File: src/rtl/aes_pkg.sv
// Shared AES wrapper definitions: data widths, feeder state encoding and a
// helper that places one input word into a 128-bit message block.
package aes_pkg;

    localparam int AES_WORD_W = 32;
    localparam int AES_BLK_W  = 128;

    typedef enum logic [1:0] {
        IDLE,
        WAIT_BUSY,
        WAIT_DONE
    } feeder_state_t;

    // Word 0 clears the rest of the block, so a message that ends early is
    // already zero-padded without any extra pass over the slot.
    function automatic logic [AES_BLK_W-1:0] insert_word(
        input logic [AES_BLK_W-1:0]  blk,
        input logic [AES_WORD_W-1:0] word,
        input logic [1:0]            idx
    );
        logic [AES_BLK_W-1:0] r;
        r = blk;
        case (idx)
            2'd0:    r = {word, {(AES_BLK_W-AES_WORD_W){1'b0}}};
            2'd1:    r[AES_BLK_W-AES_WORD_W-1 -: AES_WORD_W]   = word;
            2'd2:    r[AES_BLK_W-2*AES_WORD_W-1 -: AES_WORD_W] = word;
            default: r[AES_WORD_W-1:0]                         = word;
        endcase
        return r;
    endfunction

endpackage

File: src/rtl/aes_blk_buf.sv
// Two-entry ping-pong message buffer: one slot fills from the word stream while
// the other is held for the AES wrapper until the feeder frees it.
module aes_blk_buf
    import aes_pkg::*;
(
    input  logic                  clk,
    input  logic                  rst,
    input  logic                  wr_en,
    input  logic [1:0]            wr_idx,
    input  logic [AES_WORD_W-1:0] wr_data,
    input  logic                  close,
    input  logic                  close_last,
    input  logic                  free,
    output logic                  fill_free,
    output logic                  head_full,
    output logic                  head_last,
    output logic [AES_BLK_W-1:0]  head_data,
    output logic                  any_full
);

    logic [AES_BLK_W-1:0] data [2];
    logic [1:0]           full;
    logic [1:0]           last;
    logic                 fill_ptr;
    logic                 head_ptr;

    // The fill slot is only written while empty and the head slot is only
    // freed while full, so free and close never target the same slot.
    always_ff @(posedge clk) begin
        if (rst) begin
            for (int i = 0; i < 2; i++) begin
                data[i] <= '0;
            end
            full     <= '0;
            last     <= '0;
            fill_ptr <= 1'b0;
            head_ptr <= 1'b0;
        end else begin
            if (free) begin
                full[head_ptr] <= 1'b0;
                head_ptr       <= ~head_ptr;
            end
            if (wr_en && !full[fill_ptr]) begin
                data[fill_ptr] <= insert_word(data[fill_ptr], wr_data, wr_idx);
                if (close) begin
                    full[fill_ptr] <= 1'b1;
                    last[fill_ptr] <= close_last;
                    fill_ptr       <= ~fill_ptr;
                end
            end
        end
    end

    assign fill_free = ~full[fill_ptr];
    assign head_full = full[head_ptr];
    assign head_last = last[head_ptr];
    assign head_data = data[head_ptr];
    assign any_full  = |full;

endmodule

File: src/rtl/aes_msg_feeder.sv
// Packs a 32-bit word stream into 128-bit blocks and issues them one at a time
// to the AES wrapper, with a watchdog on the wrapper's busy handshake.
module aes_msg_feeder
    import aes_pkg::*;
#(
    parameter int CNT_W        = 16,
    parameter int BUSY_TIMEOUT = 64
) (
    input  logic                  clk,
    input  logic                  rst,
    input  logic                  s_valid,
    output logic                  s_ready,
    input  logic [AES_WORD_W-1:0] s_data,
    input  logic                  s_last,
    input  logic                  aes_ready,
    output logic                  aes_run,
    output logic                  aes_fin,
    output logic [AES_BLK_W-1:0]  aes_msg,
    output logic [1:0]            pad_words,
    output logic [CNT_W-1:0]      blk_cnt,
    output logic                  busy,
    output logic                  err_timeout
);

    localparam int               TMO_W    = $clog2(BUSY_TIMEOUT + 1);
    localparam logic [TMO_W-1:0] TMO_LAST = TMO_W'(BUSY_TIMEOUT - 1);

    feeder_state_t        state;
    logic [TMO_W-1:0]     tmo_cnt;
    logic [1:0]           idx;
    logic                 accept;
    logic                 close;
    logic                 buf_free;
    logic                 fill_free;
    logic                 head_full;
    logic                 head_last;
    logic [AES_BLK_W-1:0] head_data;
    logic                 any_full;

    assign s_ready = fill_free;
    assign accept  = s_valid & fill_free;
    assign close   = accept & (s_last | (idx == 2'd3));

    // Freeing is combinational so the slot empties on the same edge the FSM
    // returns to IDLE; IDLE then sees the next head a cycle later.
    assign buf_free = ((state == WAIT_DONE) & aes_ready)
                    | ((state == WAIT_BUSY) & aes_ready & (tmo_cnt == TMO_LAST));

    assign busy = any_full | (state != IDLE);

    aes_blk_buf u_buf (
        .clk        (clk),
        .rst        (rst),
        .wr_en      (accept),
        .wr_idx     (idx),
        .wr_data    (s_data),
        .close      (close),
        .close_last (s_last),
        .free       (buf_free),
        .fill_free  (fill_free),
        .head_full  (head_full),
        .head_last  (head_last),
        .head_data  (head_data),
        .any_full   (any_full)
    );

    always_ff @(posedge clk) begin
        if (rst) begin
            idx       <= 2'd0;
            pad_words <= 2'd0;
        end else if (accept) begin
            idx <= close ? 2'd0 : idx + 2'd1;
            if (s_last) begin
                pad_words <= 2'd3 - idx;
            end
        end
    end

    always_ff @(posedge clk) begin
        if (rst) begin
            state       <= IDLE;
            aes_run     <= 1'b0;
            aes_fin     <= 1'b0;
            aes_msg     <= '0;
            blk_cnt     <= '0;
            err_timeout <= 1'b0;
            tmo_cnt     <= '0;
        end else begin
            aes_run <= 1'b0;
            aes_fin <= 1'b0;
            case (state)
                IDLE: begin
                    if (head_full && aes_ready) begin
                        aes_run <= 1'b1;
                        aes_fin <= head_last;
                        aes_msg <= head_data;
                        tmo_cnt <= '0;
                        state   <= WAIT_BUSY;
                    end
                end
                WAIT_BUSY: begin
                    if (!aes_ready) begin
                        state <= WAIT_DONE;
                    end else if (tmo_cnt == TMO_LAST) begin
                        err_timeout <= 1'b1;
                        state       <= IDLE;
                    end else begin
                        tmo_cnt <= tmo_cnt + 1'b1;
                    end
                end
                WAIT_DONE: begin
                    if (aes_ready) begin
                        blk_cnt <= blk_cnt + 1'b1;
                        state   <= IDLE;
                    end
                end
                default: state <= IDLE;
            endcase
        end
    end

endmodule

File: config.mk
export PLATFORM = sky130hd
export DESIGN_NAME = aes_msg_feeder
export DESIGN_NICKNAME = d
export VERILOG_FILES = /design/src/rtl/aes_pkg.sv /design/src/rtl/aes_blk_buf.sv /design/src/rtl/aes_msg_feeder.sv
export SDC_FILE = /design/constraint.sdc
export NUM_CORES = 1
export LEC_CHECK = 0
export CAP_MARGIN = 5
export CORE_UTILIZATION = 35
export CTS_CLUSTER_SIZE = 10
export DETAILED_ROUTE_END_ITERATION = 10
export MAX_ROUTING_LAYER = met4
export PLACE_DENSITY = 0.64
export SLEW_MARGIN = 20
export SYNTH_ARGS = -nofsm -noshare
export SYNTH_HDL_FRONTEND = slang
export SYNTH_SLANG_ARGS = --single-unit
File: constraint.sdc
create_clock -name clk -period 4.37 [get_ports clk]
set_input_delay 1.0925 -clock clk [delete_from_list [all_inputs] [get_ports clk]]
set_output_delay 1.0925 -clock clk [all_outputs]
set_load 0.01 [all_outputs]
-- Word level (Yosys, flattened, before mapping)
Memories as Yosys holds them, arrays and structs flattened. A register that Yosys moved wholly into a read port is not among the register bits.
Cells that the tools add are included.
- register bits: 38
- latch bits: 0
- bits in writable memories: 256
- memory bits (read-only): 0
- input port bits: 37
- word-level logic and storage cells: 123
- memories kept: 1
- add/sub/neg operators: 4
- $mul: 0
- divide/modulo/power cells: 0
- magnitude comparators: 4
- equality and inequality tests: 15
- shifts and indexed selects: 0
- muxes and demuxes: 46
- bitwise operators: 16
- reductions and logical operators: 25
- memory list (memory ; depth ; bits a word ; rd ports ; clocked after Yosys merged registers in ; wr ports ; RTL line ; text):
    u_buf.data ; 2 ; 128 ; 1 ; 1 ; 2 ; aes_blk_buf.sv:21 ; logic [AES_BLK_W-1:0] data [2];
- operators by type and width (kind ; number):
    $mux W32 ; 9
    $pmux W32 S2 ; 3
    $mux W128 ; 1
    $reduce_or A128 Y1 ; 1
    $mux W7 ; 3
    $mux W2 ; 9
    $add A16 B1 Y16 const B ; 1
    $reduce_and A2 Y1 ; 8
    $mux W1 ; 15
    $pmux W7 S2 ; 1
    $ne A2 B2 Y1 const B ; 4
    $ne A4 B4 Y1 const B ; 2
    $add A7 B1 Y7 const B ; 1
    $eq A7 B6 Y1 const B ; 1
    $eq A2 B2 Y1 const B ; 3
    $ne A3 B3 Y1 const B ; 2
    $pmux W2 S3 ; 1
    $reduce_and A3 Y1 ; 2
    $reduce_or A2 Y1 ; 3
    $and A1 B1 Y1 ; 5
    $not A1 Y1 ; 5
    $eq A2 B1 Y1 const B ; 2
    $logic_and A1 B1 Y1 ; 4
    $logic_not A2 Y1 ; 2
    16 further kinds ; 22

-- Logic depth before layout (Yosys ltp)
- depth after elaboration: 11
- mapped depth: 8

-- By module
A second synthesis with hierarchy kept.
- cell total of the unflattened synthesis: 1523
- area total of the unflattened synthesis: 17650.7 µm²
- modules (own cells, without submodules) (module ; times used ; cells each ; area an instance (µm²) ; sequential area each (µm²)):
    aes_blk_buf ; 1 ; 798 ; 11842.6 ; 7827.5
    aes_msg_feeder ; 1 ; 725 ; 5808.1 ; 3203.1

-- Worst setup path after synthesis
No wires, ideal clock.
- path type: input to register
- from: in s_valid
- to: mem u_buf.data[1][0], enable pin
- library setup time: 0.428 ns
- data arrival time: 3.058 ns
- data required time: 3.942 ns
- path slack: 0.884 ns
- stages on the path: 4
- path buffers: 1
- cells stage by stage: buf_2 -> nor2b_1 -> nand2_1 -> o21bai_1
- RTL lines (item ; RTL line ; text):
    start: declaration ; aes_msg_feeder.sv:11 ; input logic s_valid,
    end: declaration ; aes_blk_buf.sv:21 ;

-- Final worst setup path
- from: reg u_buf.fill_ptr
- to: out s_ready
- longest elaborated chain between the ends: 3
- RTL lines (item ; RTL line ; text):
    start: declaration ; aes_blk_buf.sv:24 ; logic fill_ptr;
    start signal: assignment ; aes_blk_buf.sv:48 ; fill_ptr <= ~fill_ptr;
    $mux W1 (implied by the code) (2 in a row) ; aes_blk_buf.sv:54 ; assign fill_free = ~full[fill_ptr];
    $not A1 Y1 ; aes_blk_buf.sv:54 ;
    end: declaration ; aes_msg_feeder.sv:12 ; output logic s_ready,
No other way between the ends. The select of a mux whose other input is x is not followed.

==> summary.md <==
| Metric | Value |
|---|---|
| Mapped Cells | `1354` |
| Lkg Pwr | `0.007722 uW` |
| Reg clk slew, reported paths | `approximately 0.060 ns` |
| Maximum clock insertion buffer count | `3` |
| Synth warnings | `0` |
| Max-Slew Margin vs Limit | `28.40%` |
| Largest net degree at the start of global routing | `134` |
| Final number of setup-violating endpoints | `0` |
| Seq/Total Area, Yosys | `62.70%` |
| Drt wl/cell | `19.19 microns` |
| Max Slew Vio Count | `0` |
| Clock root buffer | `clkbuf_16` |
| Nets | `roughly 1500` |
| Syn_nets | `1397` |
| TritonCTS buffer count | `a little under 50` |
| Detailed Place HPWL | `roughly 26000 microns` |
| # rows | `about 80` |
| Setup CP Type | `flip-flop to output pin` |
| Area delta synth->final | `22.75%` |
| Initial DRC count | `585` |
| Fin crit share | `around 73%` |
| Slowest CP cell | `clkdlybuf4s50_1` |
| DR vias | `11140` |
| TNS Setup | `0 ns` |
| Via/cell ratio | `5.056` |
| Internal reg-to-reg setup slack | `1.77 ns` |
| Mapped Area | `17560 sq um` |
| Initial Util | `a little over a third` |
| Clock skew | `0.02102 ns` |
| DRC violations left | `0` |
| CP required | `3.28 ns` |
| Most common cell after layout, fill and taps aside | `edfxtp_1` |
| Ranking of synthesized cells by area | `edfxtp_1 (44%), dfxtp_1 (19%), a211oi_2 (8.6%)` |
| CP max stage delay | `0.66 ns` |
| PortBufs | `187` |
| Ant. Diodes | `0` |
| Htree depth | `2` |
| Drt total wl | `42290 microns` |
| Outcome | `complete, no violations` |
| Path type of the worst min-delay path | `flip-flop to flip-flop` |
| Core ar. | `49250 sq um` |
| CP Capture Type | `output pin` |
| Final Cell Area | `21560 sq um` |
| Least-Margin Pin Slew | `~1.1 ns` |
| Placed insts | `2113` |
| Pwr dens | `422.9 nW/um^2` |
| First-pass DRT Iterations | `5` |
| Fin crit period | `3.202 ns` |
| Post_cts resized | `0` |
| Placement Cell Area | `20050 sq um` |
| Number of global-route vias before repair | `11300` |
| Post-synth EDFFs | `between 200 and 300` |
| Most used DFF post-synth | `edfxtp_1` |
| CP Max Fanout | `6` |
| Post-synth cell types | `47` |
| Post-synth top area share | `43.78%` |
| Ports | `188` |
| CTS tree | `yes` |
| Post-Syn Area per Cell | `between 10 and 15 sq um` |
| Total global-route track usage | `17.22%` |
| Post-CTS setup buffers | `0` |
| Most frequent cells in the layout | `edfxtp_1 (256), and3_1 (197), clkdlybuf4s50_1 (186)` |
| First-pass GRT wire length | `65430 microns` |
| Final hold vios | `0` |
| Crit path cell chain | `mux2i_1, clkdlybuf4s50_1` |
| Finished Layout Cells | `between 2000 and 2500` |
| Skew-Pair Late Insertion Delay | `0.59 ns` |
| Cts hold-fix bufs | `0` |
| # Max-Cap Violations | `0` |
| Post-synth ARST share | `0%` |
| Initial antenna violation count | `0` |
| Die area | `51070 sq um` |
| VDD IR max | `0.2850 mV` |
| Worst EP arrival | `between 2 and 2.5 ns` |
| Die height | `roughly 230 microns` |
| Yosys top cell by area | `edfxtp_1` |
| Unrepaired setup endpoints after global routing | `no` |
| Routability congestion estimate | `approximately 0.75` |
| Grt total ovfl | `0` |
| Yosys reg bits | `roughly 420` |
| CTS Sinks | `approximately 420` |
| Worst Setup Start Kind | `flip-flop` |
| Layout cells sized above 1 | `14.35%` |
| Die W | `226.0 microns` |
| Fmax | `312.3 MHz` |
| Post-DRT Antenna Nets | `0` |
report_power, final:
part | total, uW | internal (uW) | switching, uW
logic | 785 | 306 | 479
clock network | 3800 | 2200 | 1590
registers | 4530 | 4450 | 84.9
total | 9120 | 6960 | 2160
through the flow:
| step | power (uW) | setup WS (ns) | hold slack [ns] | util, % |
|---|---|---|---|---|
| 2_1_floorplan | 5038 | 0.8842 | 0.4418 | - |
| 4_1_cts | 9236 | 1.130 | 0.4730 | 43.74 |
| 3_3_place_gp | 5395 | 0.9510 | 0.4620 | 40.71 |
| 5_1_grt | 9484 | 1.000 | 0.5115 | 43.76 |
| 6_report | 9116 | 1.168 | 0.4741 | 43.76 |
| 3_5_place_dp | 5416 | 0.9145 | 0.4656 | 40.71 |
cell families after synthesis:
| family | count (synthesis) | share of synthesized area (%) |
|---|---|---|
| adder cells (fa/ha/maj) | 6 | 0.4275 |
| flip-flops | 422 | 62.70 |
| XOR/XNOR | 8 | 0.3990 |
| buffers and inverters | 123 | 3.256 |
| AO/OA/AOI/OAI | 184 | 10.83 |
| multiplexers | 134 | 7.667 |
| AND/OR/NAND/NOR | 477 | 14.72 |
sequential cells by signal, summed over array words and instances, names as in the netlist, 2 cells and up:
signal,cells
aes_msg,128
blk_cnt,16
idx,2
pad_words,2
state,2
tmo_cnt,7
u_buf.data,256
u_buf.full,2
u_buf.last,2
path summary, 6_finish.rpt:
kind / from / endpoint / cells after the start
setup / recovery: u_buf.fill_ptr / s_ready / 2
hold reg to reg: tmo_cnt[5] / tmo_cnt[5] / 2
setup reg to reg: idx[0] / u_buf.data[1][78] / 6
hold / removal: tmo_cnt[5] / tmo_cnt[5] / 2
synth_stat cells (3+ instances only):
cell	n
nor2_1	145
inv_1	5
and2_1	67
nand4_1	5
or3_1	7
nand2_1	19
buf_6	8
nor3_1	5
mux2i_1	133
nor2b_1	3
ha_1	6
a21oi_1	21
or4_1	4
and3_1	197
dfxtp_1	166
a211oi_2	120
a211oi_1	8
buf_4	4
o31ai_1	5
nand3_1	13
o21bai_1	6
xor2_1	7
o21ai_0	12
buf_2	28
edfxtp_1	256
clkbuf_1	78
area by class of cell:
type | instances | area (sq um)
fillers | 4539 | 27700
flip-flops and latches | 422 | 11010
multi-input cells | 809 | 6078
repair buffers | 213 | 2121
clock buffers | 86 | 1418
well taps | 664 | 830.8
clock inverters | 5 | 75.07
inverters | 5 | 18.77
worst max-delay path, delay by kind of cell, from the launching register on:
kind / cells / cell delay, ns
buf+inv: 1 / 0.66
flops: 1 / 0.41
mux: 1 / 0.46
routing by layer:
layer	part of all wire, %	GRT usage (%)	vias to the layer above	routed length [microns]
li1	-	-	5296	-
met1	43	20.56	5547	18130
met2	50	28.86	227	21110
met3	3.5	2.914	74	1490
met4	3.7	6.912	0	1559
met5	0	-	-	0
No activity file was read; power rests on OpenSTA's default activity.
